$ cat src/rtl/if_pipe_ctrl_if.sv
// if_pipe_ctrl_if: the fetch-controller request inputs and the stage
// pause/flush controls, bundled as one port.
// master drives the requests, slave is the controller that answers them.
interface if_pipe_ctrl_if;
  logic backend_stall;
  logic icache_busy;
  logic ovr_req;
  logic redirect_valid;
  logic redirect_ds;
  logic ds_in_if2;
  logic pause_pc;
  logic pause_if12;
  logic pause_if23;
  logic flush_if12;
  logic flush_if23;
  logic pc_load;
  logic rescue_ds;
  logic miss_timeout;

  modport master (
    output backend_stall, icache_busy, ovr_req, redirect_valid, redirect_ds, ds_in_if2,
    input  pause_pc, pause_if12, pause_if23, flush_if12, flush_if23, pc_load, rescue_ds,
           miss_timeout
  );

  modport slave (
    input  backend_stall, icache_busy, ovr_req, redirect_valid, redirect_ds, ds_in_if2,
    output pause_pc, pause_if12, pause_if23, flush_if12, flush_if23, pc_load, rescue_ds,
           miss_timeout
  );
endinterface

$ cat src/rtl/if_pipe_ctrl.sv
// if_pipe_ctrl: sequences pause/flush of PC, IF1/2 and IF2/3 for the
// instruction-fetch front end (back-pressure, I-cache miss, overrun replay,
// backend redirect with delay-slot rescue).
// Optional feature: define IF_CTRL_PERF_EN to add stall/miss/redirect
// cycle counters on ports perf_stall, perf_miss, perf_redir.
module if_pipe_ctrl #(
  parameter int unsigned REDIR_BUBBLES  = 2,
  parameter int unsigned MISS_TIMEOUT_W = 8
) (
  input  logic          clk,
  input  logic          rst,
  if_pipe_ctrl_if.slave bus
`ifdef IF_CTRL_PERF_EN
  ,
  output logic [31:0]   perf_stall,
  output logic [31:0]   perf_miss,
  output logic [31:0]   perf_redir
`endif
);

  typedef enum logic [1:0] {RUN, MISS, OVR_HOLD, REDIR} state_t;

  localparam logic [2:0]                BUB_LOAD = 3'(REDIR_BUBBLES - 1);
  localparam logic [MISS_TIMEOUT_W-1:0] MISS_ONE = MISS_TIMEOUT_W'(1);

  state_t                    state, state_nxt;
  logic [2:0]                bub_cnt, bub_nxt;
  logic [MISS_TIMEOUT_W-1:0] miss_cnt, miss_nxt;
  logic                      ovr_rel, ovr_rel_nxt;
  logic                      timeout_q, timeout_nxt;
  logic                      p_pc, p_if12, p_if23, f_if12, f_if23, load, rescue;

  // State, counters and sticky timeout flag
  always_ff @(posedge clk or negedge rst) begin
    if (!rst) begin
      state     <= RUN;
      bub_cnt   <= '0;
      miss_cnt  <= '0;
      ovr_rel   <= 1'b0;
      timeout_q <= 1'b0;
    end else begin
      state     <= state_nxt;
      bub_cnt   <= bub_nxt;
      miss_cnt  <= miss_nxt;
      ovr_rel   <= ovr_rel_nxt;
      timeout_q <= timeout_nxt;
    end
  end

  // Next-state and Mealy stage controls; a redirect overrides every state
  always_comb begin
    state_nxt   = state;
    bub_nxt     = bub_cnt;
    miss_nxt    = miss_cnt;
    ovr_rel_nxt = ovr_rel;
    timeout_nxt = timeout_q;
    p_pc        = 1'b0;
    p_if12      = 1'b0;
    p_if23      = 1'b0;
    f_if12      = 1'b0;
    f_if23      = 1'b0;
    load        = 1'b0;
    rescue      = 1'b0;

    if (bus.redirect_valid) begin
      load        = 1'b1;
      f_if12      = 1'b1;
      f_if23      = 1'b1;
      rescue      = bus.redirect_ds & bus.ds_in_if2;
      miss_nxt    = '0;
      ovr_rel_nxt = 1'b0;
      // A single-bubble redirect has no REDIR cycles: the redirect cycle is the bubble.
      if (REDIR_BUBBLES > 1) begin
        state_nxt = REDIR;
        bub_nxt   = BUB_LOAD;
      end else begin
        state_nxt = bus.icache_busy ? MISS : RUN;
        bub_nxt   = '0;
      end
    end else begin
      unique case (state)
        RUN: begin
          if (bus.backend_stall) begin
            p_pc   = 1'b1;
            p_if12 = 1'b1;
            p_if23 = 1'b1;
            if (bus.ovr_req) begin
              state_nxt   = OVR_HOLD;
              ovr_rel_nxt = 1'b0;
            end
          end else if (bus.ovr_req) begin
            // Replay of the saved bundle proceeds; a pending miss waits a cycle.
          end else if (bus.icache_busy) begin
            p_pc      = 1'b1;
            p_if12    = 1'b1;
            f_if23    = 1'b1;
            miss_nxt  = '0;
            state_nxt = MISS;
          end
        end
        MISS: begin
          if (bus.icache_busy) begin
            p_pc   = 1'b1;
            p_if12 = 1'b1;
            if (bus.backend_stall) p_if23 = 1'b1;
            else                   f_if23 = 1'b1;
            if (miss_cnt != '1) miss_nxt = miss_cnt + MISS_ONE;
            if (miss_nxt == '1) timeout_nxt = 1'b1;
          end else begin
            if (bus.backend_stall) begin
              p_pc   = 1'b1;
              p_if12 = 1'b1;
              p_if23 = 1'b1;
            end
            miss_nxt  = '0;
            state_nxt = RUN;
          end
        end
        OVR_HOLD: begin
          // ovr_rel marks that the stall-release (replay) cycle has happened.
          p_pc   = 1'b1;
          p_if12 = 1'b1;
          p_if23 = bus.backend_stall;
          if (bus.backend_stall) begin
            ovr_rel_nxt = 1'b0;
          end else if (!ovr_rel) begin
            ovr_rel_nxt = 1'b1;
          end else if (!bus.ovr_req) begin
            ovr_rel_nxt = 1'b0;
            state_nxt   = RUN;
          end
        end
        REDIR: begin
          f_if12  = 1'b1;
          bub_nxt = bub_cnt - 3'd1;
          if (bub_nxt == '0) state_nxt = bus.icache_busy ? MISS : RUN;
        end
        default: state_nxt = RUN;
      endcase
    end
  end

  // Outputs are forced low while reset is held; flush wins over pause
  assign bus.pause_pc     = rst & p_pc;
  assign bus.pause_if12   = rst & p_if12 & ~f_if12;
  assign bus.pause_if23   = rst & p_if23 & ~f_if23;
  assign bus.flush_if12   = rst & f_if12;
  assign bus.flush_if23   = rst & f_if23;
  assign bus.pc_load      = rst & load;
  assign bus.rescue_ds    = rst & rescue;
  assign bus.miss_timeout = rst & timeout_q;

`ifdef IF_CTRL_PERF_EN
  // Wrapping event counters
  always_ff @(posedge clk or negedge rst) begin
    if (!rst) begin
      perf_stall <= '0;
      perf_miss  <= '0;
      perf_redir <= '0;
    end else begin
      if (bus.backend_stall)  perf_stall <= perf_stall + 32'd1;
      if (state == MISS)      perf_miss  <= perf_miss + 32'd1;
      if (bus.redirect_valid) perf_redir <= perf_redir + 32'd1;
    end
  end
`else
`endif

endmodule
$ cat src/flat_wrapper.sv
// flat-port wrapper written by rule: the top's interface ports become plain ports
module if_pipe_ctrl_flat 
#(
  parameter int unsigned REDIR_BUBBLES  = 2,
  parameter int unsigned MISS_TIMEOUT_W = 8
)
  (clk, rst, bus_backend_stall, bus_icache_busy, bus_ovr_req, bus_redirect_valid, bus_redirect_ds, bus_ds_in_if2, bus_pause_pc, bus_pause_if12, bus_pause_if23, bus_flush_if12, bus_flush_if23, bus_pc_load, bus_rescue_ds, bus_miss_timeout);
  if_pipe_ctrl_if bus_i ();
  input  logic clk;
  input  logic rst;
  input wire logic [$bits(bus_i.backend_stall)-1:0] bus_backend_stall;
  input wire logic [$bits(bus_i.icache_busy)-1:0] bus_icache_busy;
  input wire logic [$bits(bus_i.ovr_req)-1:0] bus_ovr_req;
  input wire logic [$bits(bus_i.redirect_valid)-1:0] bus_redirect_valid;
  input wire logic [$bits(bus_i.redirect_ds)-1:0] bus_redirect_ds;
  input wire logic [$bits(bus_i.ds_in_if2)-1:0] bus_ds_in_if2;
  output wire logic [$bits(bus_i.pause_pc)-1:0] bus_pause_pc;
  output wire logic [$bits(bus_i.pause_if12)-1:0] bus_pause_if12;
  output wire logic [$bits(bus_i.pause_if23)-1:0] bus_pause_if23;
  output wire logic [$bits(bus_i.flush_if12)-1:0] bus_flush_if12;
  output wire logic [$bits(bus_i.flush_if23)-1:0] bus_flush_if23;
  output wire logic [$bits(bus_i.pc_load)-1:0] bus_pc_load;
  output wire logic [$bits(bus_i.rescue_ds)-1:0] bus_rescue_ds;
  output wire logic [$bits(bus_i.miss_timeout)-1:0] bus_miss_timeout;
  assign bus_i.backend_stall = bus_backend_stall;
  assign bus_i.icache_busy = bus_icache_busy;
  assign bus_i.ovr_req = bus_ovr_req;
  assign bus_i.redirect_valid = bus_redirect_valid;
  assign bus_i.redirect_ds = bus_redirect_ds;
  assign bus_i.ds_in_if2 = bus_ds_in_if2;
  assign bus_pause_pc = bus_i.pause_pc;
  assign bus_pause_if12 = bus_i.pause_if12;
  assign bus_pause_if23 = bus_i.pause_if23;
  assign bus_flush_if12 = bus_i.flush_if12;
  assign bus_flush_if23 = bus_i.flush_if23;
  assign bus_pc_load = bus_i.pc_load;
  assign bus_rescue_ds = bus_i.rescue_ds;
  assign bus_miss_timeout = bus_i.miss_timeout;
  if_pipe_ctrl #(.REDIR_BUBBLES(REDIR_BUBBLES), .MISS_TIMEOUT_W(MISS_TIMEOUT_W)) u_core (.clk(clk), .rst(rst), .bus(bus_i));
endmodule
$ cat config.mk
export PLATFORM = sky130hd
export DESIGN_NAME = if_pipe_ctrl_flat
export DESIGN_NICKNAME = d
export VERILOG_FILES = /design/src/rtl/if_pipe_ctrl_if.sv /design/src/rtl/if_pipe_ctrl.sv /design/src/flat_wrapper.sv
export SDC_FILE = /design/constraint.sdc
export NUM_CORES = 1
export LEC_CHECK = 0
export BUFFER_PORTS_ARGS = -buffer_cell sky130_fd_sc_hd__buf_4
export CORE_ASPECT_RATIO = 1.2
export CORE_MARGIN = 1.5
export CORE_UTILIZATION = 50
export CTS_BUF_LIST = sky130_fd_sc_hd__clkbuf_4 sky130_fd_sc_hd__clkbuf_8
export CTS_CLUSTER_SIZE = 20
export DETAILED_ROUTE_END_ITERATION = 8
export GPL_TIMING_DRIVEN = 0
export MAX_ROUTING_LAYER = met4
export PLACE_DENSITY = 0.72
export SYNTH_ARGS = -nofsm -noshare
export SYNTH_HDL_FRONTEND = slang
export SYNTH_SLANG_ARGS = --single-unit
$ cat constraint.sdc
create_clock -name clk -period 2.8 [get_ports clk]
set_input_delay 0.56 -clock clk [delete_from_list [all_inputs] [get_ports clk]]
set_output_delay 0.56 -clock clk [all_outputs]
set_load 0.005 [all_outputs]
## Word level (Yosys, flattened, before mapping)

Cells that the tools add are included.

| operators by class | value |
|---|---|
| magnitude comparators | 0 |
| bitwise gates (word level) | 13 |
| multipliers | 0 |
| muxes and demuxes | 49 |
| reductions and logical operators | 10 |
| div/mod/pow operators | 0 |
| shifts and indexed selects | 0 |
| eq/ne operators | 18 |
| $add $sub $neg | 2 |

Operators by type and width:

| cell | count |
|---|---|
| $mux W8 | 9 |
| $ne A3 B3 Y1 const B | 8 |
| $mux W1 | 22 |
| $mux W2 | 10 |
| $pmux W8 S2 | 1 |
| $ne A4 B4 Y1 const B | 3 |
| $and A1 B1 Y1 | 10 |
| $add A8 B1 Y8 const B | 1 |
| $eq A8 B8 Y1 const B | 1 |
| $ne A8 B8 Y1 const B | 1 |
| $pmux W2 S4 | 1 |
| $reduce_and A4 Y1 | 2 |
| $reduce_and A8 Y1 | 1 |
| $mux W3 | 2 |
| $ne A3 B2 Y1 const B | 2 |
| $pmux W1 S2 | 3 |
| $reduce_bool A3 Y1 | 2 |
| $eq A2 B2 Y1 const B | 2 |
| $logic_not A3 Y1 | 1 |
| $not A1 Y1 | 3 |
| $pmux W1 S3 | 1 |
| $reduce_and A3 Y1 | 1 |
| $sub A3 B1 Y3 const B | 1 |
| $eq A2 B1 Y1 const B | 1 |
| 3 further kinds | 3 |

| storage, ports and cells | value |
|---|---|
| latch bits | 0 |
| logic and storage cells | 97 |
| memories | 0 |
| output and inout port bits | 8 |
| bits in registers | 15 |
| input port bits | 8 |
| bits in writable memories | 0 |
| ROM bits | 0 |

## Logic depth before layout (Yosys ltp)

Gate-level depths: netlist of the first run.

| depth | value |
|---|---|
| depth in word-level cells | 8 |
| mapped depth | 7 |

## Least setup slack after synthesis of the first run

No wires, ideal clock.

| timing | value |
|---|---|
| path type | register to register |
| start point | register u_core.miss_cnt[0] |
| end point | register u_core.timeout_q |
| cell stages (with the launch flop) | 8 |
| arrival | 1638 ps |
| data required time | 2680 ps |
| path buffers | 2 |
| setup time | 120 ps |
| clock period less this slack | 1757 ps |
| slack | 1043 ps |
| path through | dfrtp_1 > ha_1 > buf_2 > nand3_2 > or2_1 > buf_6 > mux2_4 > a31o_1 |

| on the way | value |
|---|---|
| longest elaborated chain between the ends | 7 |

Ends and longest elaborated chain:

| what | line | text |
|---|---|---|
| start, declared | if_pipe_ctrl.sv:28 | `logic [MISS_TIMEOUT_W-1:0] miss_cnt, miss_nxt;` |
| start signal, assigned | if_pipe_ctrl.sv:44 | `miss_cnt <= miss_nxt;` |
| $add A8 B1 Y8 / $ne A8 B8 Y1 (equally long branches) | if_pipe_ctrl.sv:107 | `if (miss_cnt != '1) miss_nxt = miss_cnt + MISS_ONE;` |
| $mux W8 (*) | if_pipe_ctrl.sv:107 |  |
| $mux W8 (*) | if_pipe_ctrl.sv:102 | `if (bus.icache_busy) begin` |
| $mux W8 (*) | if_pipe_ctrl.sv:81 | `unique case (state)` |
| $mux W8 (*) | if_pipe_ctrl.sv:65 | `if (bus.redirect_valid) begin` |
| $eq A8 B8 Y1 (*) | if_pipe_ctrl.sv:108 | `if (miss_nxt == '1) timeout_nxt = 1'b1;` |
| $reduce_and A4 Y1 (no line) (*) | n/a |  |
| end signal, assigned | if_pipe_ctrl.sv:46 | `timeout_q <= timeout_nxt;` |
| end, declared | if_pipe_ctrl.sv:30 | `logic timeout_q, timeout_nxt;` |

Mark *: on every way between the ends. The rest lies on a longest branch, timed or not. The select of a mux whose other input is x is not followed.
A chain may end at the register's enable or synchronous reset.

## Final worst setup path of the first run

| timing | value |
|---|---|
| start point | register u_core.state[1] |
| end point | output port bus_pause_if23 |

| on the way | value |
|---|---|
| longest elaborated chain between the ends | 6 |

Ends and longest elaborated chain:

| what | line | text |
|---|---|---|
| start, declared | if_pipe_ctrl.sv:26 | `state_t state, state_nxt;` |
| start signal, assigned | if_pipe_ctrl.sv:42 | `state <= state_nxt;` |
| $eq A2 B1 Y1 / $logic_not A2 Y1 (equally long branches) | if_pipe_ctrl.sv:81 |  |
| $reduce_or A2 Y1 (no line) | n/a |  |
| $pmux W1 S2 | if_pipe_ctrl.sv:81 |  |
| $mux W1 | if_pipe_ctrl.sv:65 |  |
| $and A1 B1 Y1 | if_pipe_ctrl.sv:146 | `assign bus.pause_if23 = rst & p_if23 & ~f_if23;` |
| $and A1 B1 Y1 (*) | if_pipe_ctrl.sv:146 |  |
| end, declared | flat_wrapper.sv:19 | `output wire logic [$bits(bus_i.pause_if23)-1:0] bus_pause_if23;` |

Mark *: on every way between the ends. The rest lies on a longest branch, timed or not.

==> results.tsv, run 1 <==
metric	value	unit
starting density of the core	54.2	%
Slew @ Worst Pin	442	ps
initial antenna violation count	0	
TNS Setup	0	ps
P_sw	0.267	mW
largest family of logic cells by synthesized area	compound AO/OA/AOI/OAI gates	
Die Height	52.6	microns
vias in the first global route	912	
root buffer cell	clkbuf_4	
Clock Latency Late Sink	290	ps
fin. max-slew vios	0	
Final Hold Viols	0	
simple-gate area share of the yosys netlist	23.3	%
synth unique cells	47	
Slew headroom	70.5	%
crit share post-route	82.5	%
share of async-settable or async-resettable flops after synthesis	100	%
Overflow after GRT	0	
final net count	148	
Mapped Cells	117	
Post-Synth XOR/XNOR Area	3.41	%
via count	960	
Final min period	2310	ps
port bufs	15	
r2r setup slk	910	ps
post-synthesis sequential area ratio	36.6	%
Synth Area in Compound Gates	25.0	%
worst setup margin	490	ps
Post-Syn Nets	128	
clk slew on worst S/H paths	90	ps
status	completed	
Seq cells post-synth	15	
Final GP Congestion	0.891	
Worst Setup End Kind	output port	
total design power	0.718	mW
synth top area cells	dfrtp_1 (37%), a21oi_1 (3.9%), o21ai_0 (3.9%)	
htree depth	1	
die area	2330	sq um
Pint	0.452	mW
Max Cap Viol	0	
Startpoint Class	register	
hold crit path type	input pin to async pin	
combinational cell fraction of total power	41.3	%
WS Path Type	register to output port	
mux cell area share after synthesis	1.46	%
VDD IR max	0.377	mV
Sw Share	37.1	%
share of layout cells above drive strength 1	22.1	%
post-route ant nets	0	
# resized after CTS	0	
initial DRC count	19	
clock sink count	15	
P_leak	0.569	nW
Synth warnings	0	
Post-DP HPWL	1.66	mm
CTS buffer count	3	
Pwr Density	603	nW/um^2
WP data required	2240	ps
WL per Instance	14.6	microns
chip width	44.4	microns
Core Region	1890	sq um
dpl cells	151	
RSZ-0062 raised after global routing	false	
Final Non-Filler Cells	155	
number of synthesized flops with an enable pin	0	
clock power share	19.1	%
Detailed Route WL	2.26	mm
cell area after synthesis	1030	sq um
# fillers	169	
Post-Synth Adder-Cell Area	3.66	%
clock tree buffer depth	2	
area grow syn2layout	16.2	%
Max Freq	0.433	GHz
Flop pwr share	39.6	%
worst clock skew	0.876	ps
first-pass GRT wire length	3.88	mm
cell taking the most area after synthesis	dfrtp_1	
Place WS	810	ps
worst-path maximum fanout	10	
endpoints failing setup	0	
final hold slack	124	ps
Top FF cell, synth	dfrtp_1	
CTS tree	built	
top-area cell type share of the netlist area	36.6	%
Total GRT Usage	23.1	%
total I/O pin count	16	
largest net degree at the start of global routing	22	
Crit path arrival time	1750	ps
ANT cells	0	
DRC Markers	0	
setup bufs post-CTS	0	
Post-CTS Hold Fix Bufs	0	
First-pass DRT Iterations	4	
# rows	17	
Mean Syn Cell Area	8.77	sq um
Via-to-Cell Ratio	6.19	
-- metrics by stage --
step	util [%]	area [sq um]
2_1_floorplan	-	1030
3_3_place_gp	61.4	1160
3_5_place_dp	61.4	1160
4_1_cts	63.0	1190
5_1_grt	63.0	1190
6_report	63.0	1190
-- placed cells by master, fill, tap and decap left out, types with 2 or more instances in the layout --
master,count
nand3_1,3
dfrtp_1,15
a21oi_1,8
and3_1,2
a22o_1,3
xor2_1,2
nor2b_1,2
buf_2,3
o21ai_0,8
and2_1,4
xnor2_1,2
nor3_1,3
ha_1,3
nand2_1,7
nor2_1,6
nand4_1,3
o21ai_1,3
or2_1,2
inv_1,7
clkbuf_4,4
o22ai_1,2
buf_4,15
clkbuf_1,3
-- Yosys cell counts (all sizes together), types with 2 or more instances --
cell and instances:
a21oi 9, a22o 3, a32o 2, and2 4, and3 2, buf 4
clkbuf 3, dfrtp 15, ha 3, inv 8, nand2 7, nand3 4
nand4 3, nor2 6, nor2b 2, nor3 3, o21ai 11, o22ai 2
or2 3, xnor2 2, xor2 2
-- metal layers --
layer | part of all wire, % | track usage (%)
met1 | 41 | 26.0
met2 | 53 | 40.2
met3 | 3.4 | 3.10
met4 | 2.1 | 10.6
met5 | 0 | -
-- power groups by stage --
stage                     Sequential, mW  Combinational [mW]  Clock, mW
after floorplan                    0.282               0.220          0
after global placement             0.288               0.287          0
after detailed placement           0.289               0.298          0
after CTS                          0.285               0.299      0.142
after global routing               0.291               0.339      0.148
final                              0.285               0.297      0.137
-- worst paths after layout --
check / startpoint / endpoint / cells after the start
min in group clk: u_core.timeout_q / u_core.timeout_q / 1
max reg2reg: u_core.miss_cnt[0] / u_core.timeout_q / 7
max: u_core.state[1] / bus_pause_if23 / 6
min: rst / u_core.miss_cnt[4] / 1
max in group asynchronous: rst / u_core.timeout_q / 1
min reg2reg: u_core.timeout_q / u_core.timeout_q / 1
-- sequential cells by signal (all words and copies together) (netlist names) --
name / count
u_core.bub_cnt: 3
u_core.state: 2
u_core.miss_cnt: 8
u_core.timeout_q: 1
u_core.ovr_rel: 1
-- final cells by class --
class	count	area [sq um]	share of cell area [%]
multi-input cells	87	583	48.9
repair buffers	15	113	9.44
plain buffers	7	37.5	3.15
well taps	19	23.8	1.99
flip-flops and latches	15	375	31.5
inverters	8	30.0	2.52
clock buffers	4	30.0	2.52
-- kinds of logic (layout without fill, tap and decap cells) --
logic type               after synthesis  in the layout
multiplexers                           1              1
AND/OR/NAND/NOR                       41             41
buffers and inverters                 15             34
AO/OA/AOI/OAI                         38             38
flip-flops                            15             15
adder cells (fa/ha/maj)                3              3
XOR/XNOR                               4              4
-- worst max-delay path, stage by stage, from the launching register on --
cell and delay [ps]:
dfrtp_1 330, clkbuf_1 320, and2_1 180, clkbuf_1 210, nor2_1 100, and3_1 190, buf_4 130
Note: power is estimated with default switching activity, not from simulation.
==> inputs of run 2 (changes only) <==
--- a/config.mk
+++ b/config.mk
@@ -5,6 +5,7 @@
 export SDC_FILE = /design/constraint.sdc
 export NUM_CORES = 1
 export LEC_CHECK = 0
+export ABC_AREA = 1
 export BUFFER_PORTS_ARGS = -buffer_cell sky130_fd_sc_hd__buf_4
 export CORE_ASPECT_RATIO = 1.2
 export CORE_MARGIN = 1.5
@@ -14,7 +15,7 @@
 export DETAILED_ROUTE_END_ITERATION = 8
 export GPL_TIMING_DRIVEN = 0
 export MAX_ROUTING_LAYER = met4
-export PLACE_DENSITY = 0.72
+export PLACE_DENSITY = 0.74
 export SYNTH_ARGS = -nofsm -noshare
 export SYNTH_HDL_FRONTEND = slang
 export SYNTH_SLANG_ARGS = --single-unit
==> constraint.sdc (replaced) <==
create_clock -name clk -period 1.8 [get_ports clk]
set_input_delay 0.36 -clock clk [delete_from_list [all_inputs] [get_ports clk]]
set_output_delay 0.36 -clock clk [all_outputs]
set_load 0.005 [all_outputs]
==> run 2 against run 1 <==
Global-route usage rose by 0.081 points. Critical path type unchanged. Synthesized cell count is 37% higher. Clock skew is 7.2 ps higher. Largest power group unchanged. Non-clock buffer count down 3. Critical endpoint is now bus_pause_if12. Flip-flop and latch count unchanged. Combinational power grew 95%. Sequential share of layout area decreased by 2.4 points.
==> results.tsv, run 2 <==
metric	value	unit
status	completed	
HP Start	bus_ovr_req	
Startpoint Class	register	
Core Region	2030	sq um
# fillers	171	
Top FF cell, synth	dfrtp_1	
crit share post-route	97.7	%
top-area cell type share of the netlist area	35.2	%
starting density of the core	52.6	%
htree depth	1	
Slew headroom	52.5	%
clock tree buffer depth	2	
Overflow after GRT	0	
Via-to-Cell Ratio	5.37	
commonest non-fill, non-tap cell in the layout	nand2_1	
count leader, synth	nand2_1	
port bufs	15	
Post-Syn Nets	171	
cell area after synthesis	1070	sq um
Worst R2R Start	u_core.bub_cnt[0]	
CTS buffer count	3	
Worst Reg-to-Reg Cells	10	
total I/O pin count	16	
final net count	195	
area occupied by registers	378	sq um
Max Cap Viol	0	
share of layout cells above drive strength 1	23.5	%
P_leak	0.669	nW
via count	1090	
synth top area cells	dfrtp_1 (35%), nand2_1 (18%), inv_1 (8.5%)	
Total GRT Usage	23.2	%
Seq cells post-synth	15	
largest net degree at the start of global routing	16	
Final GP Congestion	0.848	
Reg-to-Reg End	u_core.state[1]	
hold depth	3	
post-route ant nets	0	
ANT cells	0	
Regs by FF count	u_core.miss_cnt x8, u_core.bub_cnt x3, u_core.state x2	
WS Path Type	register to output port	
die area	2420	sq um
Worst Setup End Kind	output port	
Metal-1 WL	1.03	mm
Slew @ Worst Pin	711	ps
Max Freq	0.569	GHz
post-synthesis sequential area ratio	35.2	%
Final Hold Viols	0	
Crit path arrival time	1400	ps
clock sink count	15	
First-pass DRT Iterations	4	
area grow syn2layout	22.1	%
vias in the first global route	1028	
Clock Latency Late Sink	280	ps
root buffer cell	clkbuf_4	
Met2 Wirelength	1.33	mm
WP data required	1440	ps
Detailed Route WL	2.45	mm
worst clock skew	8.11	ps
chip width	45.2	microns
worst-path maximum fanout	5	
max FFs per register	8	
clk slew on worst S/H paths	90	ps
Final min period	1760	ps
Min-Delay Endpoint	u_core.ovr_rel	
Place WS	118	ps
Pwr Density	975	nW/um^2
synth unique cells	24	
worst setup margin	41.3	ps
Post-DP HPWL	1.83	mm
fin. max-slew vios	0	
cell taking the most area after synthesis	dfrtp_1	
Mapped Cells	160	
DRC Markers	0	
Mean Syn Cell Area	6.66	sq um
first-pass GRT wire length	4.04	mm
r2r setup slk	270	ps
number of synthesized flops with an enable pin	0	
share of async-settable or async-resettable flops after synthesis	100	%
# rows	18	
Top reg by flops	u_core.miss_cnt	
total design power	1.27	mW
met3 wire len	80	microns
Post-synth top cells	nand2_1 (50), inv_1 (24), dfrtp_1 (15)	
commonest non-fill, non-tap cells in the layout	nand2_1 (49), inv_1 (22), buf_4 (18)	
endpoints failing setup	0	
highest metal used	met4	
VDD IR max	0.740	mV
WL per Instance	12.0	microns
Synth warnings	0	
Die Height	53.6	microns
CTS tree	built	
hold crit path type	input pin to register	
initial DRC count	25	
multi-input combinational cell area	621	sq um
initial antenna violation count	0	
[run 2: cell types whose count changed after synthesis, moves of 3 or more]
cell and delta:
nand2_1 +43, a21oi_1 -5, and2_1 -4, inv_1 +17, clkbuf_1 -3, buf_2 -3
nand3_1 +10, nor2_1 +8, o21ai_1 -3, a22o_1 -3, o21ai_0 +6
[run 2: routing by layer]
| metal | vias up | track usage [%] |
|---|---|---|
| li1 | 561 | - |
| met1 | 503 | 24.9 |
| met2 | 24 | 43.1 |
| met3 | 2 | 2.35 |
| met4 | 0 | 8.82 |
| met5 | - | - |
[run 2: how the worst max path moves through the flow]
| stage | startpoint | endpoint | cells past startpoint |
|---|---|---|---|
| 3_3_place_gp | u_core.state[0] | bus_pause_pc | 6 |
| 3_5_place_dp | u_core.state[0] | bus_pause_if12 | 6 |
| 6_report | u_core.state[1] | bus_pause_if12 | 6 |
| 4_1_cts | u_core.state[1] | bus_pause_if12 | 6 |
| 2_1_floorplan | u_core.state[0] | bus_pause_if12 | 5 |
| 5_1_grt | u_core.state[1] | bus_pause_if12 | 6 |
[run 2: timing repair]
item,4_1_cts,5_1_grt
gates resized for setup,8,5
endpoints found under the hold margin,15,0
hold buffers,1,0
buffers inserted,1,2
endpoints found under the setup margin,4,4
pin swaps,0,1
[run 2: power by group]
group | total (mW) | switching [mW] | internal (mW)
Clock | 0.206 | 0.105 | 0.101
Combinational | 0.579 | 0.343 | 0.236
Sequential | 0.483 | 0.0786 | 0.404
[run 2: through the flow]
stage	hold WS [ps]	util [%]	instance area, sq um	TNS (ps)	instances
2_1_floorplan	64.4	-	1070	0	160
4_1_cts	408	62.8	1270	0	201
5_1_grt	431	64.2	1300	-1.92	203
6_report	406	64.2	1300	0	203
3_5_place_dp	236	59.4	1200	0	195
3_3_place_gp	235	59.4	1200	0	195
[run 2: layout make-up]
type / instances / area share (%)
Clock buffer: 4 / 2.31
Inverter: 27 / 7.88
Multi-Input combinational cell: 118 / 47.7
Timing Repair Buffer: 19 / 11.2
Sequential cell: 15 / 29.0
Tap cell: 20 / 1.92
[run 2: cell families after synthesis]
group                      synth area share [%]
DFF                                        35.2
buffers and inverters                      9.62
AOI/OAI and AO/OA                          14.3
xor gates and xnor gates                  0.822
adders and majority gates                  3.52
and+or+nand+nor                            36.5
[run 2: worst max-delay path, stage by stage, from the launching register on]
cell	delay, ps
dfrtp_2	470
nand2_2	100
inv_2	50
nor2_4	130
inv_2	80
a211oi_2	150
buf_4	140
==> inputs of run 3 (changes only) <==
--- a/config.mk
+++ b/config.mk
@@ -7,7 +7,7 @@
 export LEC_CHECK = 0
 export ABC_AREA = 1
 export BUFFER_PORTS_ARGS = -buffer_cell sky130_fd_sc_hd__buf_4
-export CORE_ASPECT_RATIO = 1.2
+export CORE_ASPECT_RATIO = 0.7
 export CORE_MARGIN = 1.5
 export CORE_UTILIZATION = 50
 export CTS_BUF_LIST = sky130_fd_sc_hd__clkbuf_4 sky130_fd_sc_hd__clkbuf_8
==> run 3 against run 2 <==
Combinational power grew 7.3%. Sequential power shrank 4.6%. Flip-flop and latch count is the same. Clock skew shrank 5.6 ps. Critical path depth is the same. Highest routed layer is now met3. Clock power is essentially flat. First-iteration DRC count grew 76%. Critical endpoint unchanged. Worst hold slack gained 39 ps. Design area grew 0.67%. Count of clock-buffer cells in the layout is the same. Routed wire length grew 3.7%. Largest power group unchanged.
==> results.tsv, run 3 (same netlist as run 2, synthesis figures left out) <==
metric	value	unit
starting density of the core	55.1	%
chip width	58.2	microns
total design power	1.29	mW
Place WS	117	ps
initial DRC count	44	
endpoints failing setup	0	
Final Hold Viols	0	
max FFs per register	8	
clock sink count	15	
worst setup margin	25.9	ps
Overflow after GRT	0	
r2r setup slk	310	ps
Clock Latency Late Sink	280	ps
Final GP Congestion	0.912	
# rows	13	
crit path max-delay cell type	dfrtp_2	
CTS buffer count	3	
post-route ant nets	0	
Post-DP HPWL	1.88	mm
ANT cells	0	
Reg-to-Reg End	u_core.timeout_q	
vias in the first global route	1000	
worst-path maximum fanout	4	
via count	1088	
RSZ-0062 raised after global routing	true	
P_leak	0.679	nW
Final min period	1770	ps
die area	2420	sq um
Worst R2R Start	u_core.miss_cnt[1]	
crit-path leading delay family	flip-flops	
root buffer cell	clkbuf_4	
Post-DP Area	1210	sq um
Max Cap Viol	0	
Crit path arrival time	1410	ps
Worst path max stage delay	440	ps
clock tree buffer depth	2	
final net count	197	
commonest non-fill, non-tap cells in the layout	nand2_1 (50), inv_1 (23), buf_4 (20)	
hold crit path type	input pin to register	
Total GRT Usage	22.9	%
design area	1310	sq um
WP data required	1440	ps
First-pass DRT Iterations	6	
DRC Markers	0	
Slew headroom	53.9	%
hold depth	5	
HP Start	bus_backend_stall	
status	completed	
Worst Reg-to-Reg Cells	9	
largest net degree at the start of global routing	16	
Max Freq	0.564	GHz
htree depth	1	
Detailed Route WL	2.54	mm
clk slew on worst S/H paths	90	ps
Die Height	41.6	microns
Regs by FF count	u_core.miss_cnt x8, u_core.bub_cnt x3, u_core.state x2	
first-pass GRT wire length	4.18	mm
worst clock skew	2.48	ps
initial antenna violation count	0	
critical path buffer and inverter count	3	
Via-to-Cell Ratio	5.26	
Worst Setup End Kind	output port	
crit share post-route	98.6	%
Top reg by flops	u_core.miss_cnt	
port bufs	15	
share of layout cells above drive strength 1	23.2	%
CTS tree	built	
CP Cell Sequence	nand2_1 > inv_1 > nor2_4 > inv_2 > a211oi_2 > buf_4	
area grow syn2layout	22.9	%
Slew @ Worst Pin	689	ps
Min-Delay Endpoint	u_core.state[1]	
Core Region	1940	sq um
WL per Instance	12.2	microns
commonest non-fill, non-tap cell in the layout	nand2_1	
VDD IR max	0.621	mV
Pwr Density	984	nW/um^2
total I/O pin count	16	
Startpoint Class	register	
fin. max-slew vios	0	
WS Path Type	register to output port	
## run 3: cell types whose count changed in the layout (fill, tap and decap cells not counted), sizes merged
cell / previous run / this run
buf: 18 / 20
## run 3: timing repair
action                                  in CTS  in global routing
hold buffers                                 1                  0
setup buffers                                4                  1
endpoints found under the setup margin       3                  4
pin swaps                                    0                  1
cloned                                       0                  0
endpoints found under the hold margin       15                  0
gates resized for setup                      6                  4
## run 3: layout make-up
| class | count | area, sq um |
|---|---|---|
| timing repair buffer | 21 | 160 |
| inverter | 27 | 103 |
| multi-input combinational | 118 | 612 |
| fill | 158 | 626 |
| tap | 22 | 27.5 |
| clock buffer | 4 | 30.0 |
| sequential | 15 | 378 |
## run 3: worst max-delay path by stage
stage	slack (ps)	cells after the start	from	end
global placement	170	6	u_core.state[0]	bus_pause_pc
finish	30	6	u_core.state[1]	bus_pause_if12
floorplan	420	5	u_core.state[0]	bus_pause_if12
detailed placement	120	6	u_core.state[0]	bus_pause_pc
global route	-50	6	u_core.state[1]	bus_pause_if12
CTS	-20	6	u_core.state[1]	bus_pause_if12
## run 3: routing by layer
metal	global-route usage (%)	share of wire, %	vias to the layer above
met2	34.8	44	28
met4	1.86	0	0
met5	-	0	-
met1	32.0	50	492
met3	6.54	5.4	0
li1	-	-	568
## run 3: tightest hold or removal path, delay by kind of cell
kind	cells	cell delay, ps
AND/OR/NAND/NOR	4	240
buffers and inverters	1	100
## run 3: metrics by stage
stage                     hold WS (ps)  util [%]  instances  setup TNS [ps]
after floorplan                   64.4         -        160               0
after global placement             237      62.3        197               0
after detailed placement           238      62.3        197               0
after CTS                          424      66.7        206           -18.0
after global routing               443      67.7        207            -137
final                              445      67.7        207               0
## run 3: power breakdown
group / internal [mW] / switching (mW)
clock network: 0.101 / 0.105
logic: 0.258 / 0.363
registers: 0.404 / 0.0570
total: 0.764 / 0.526
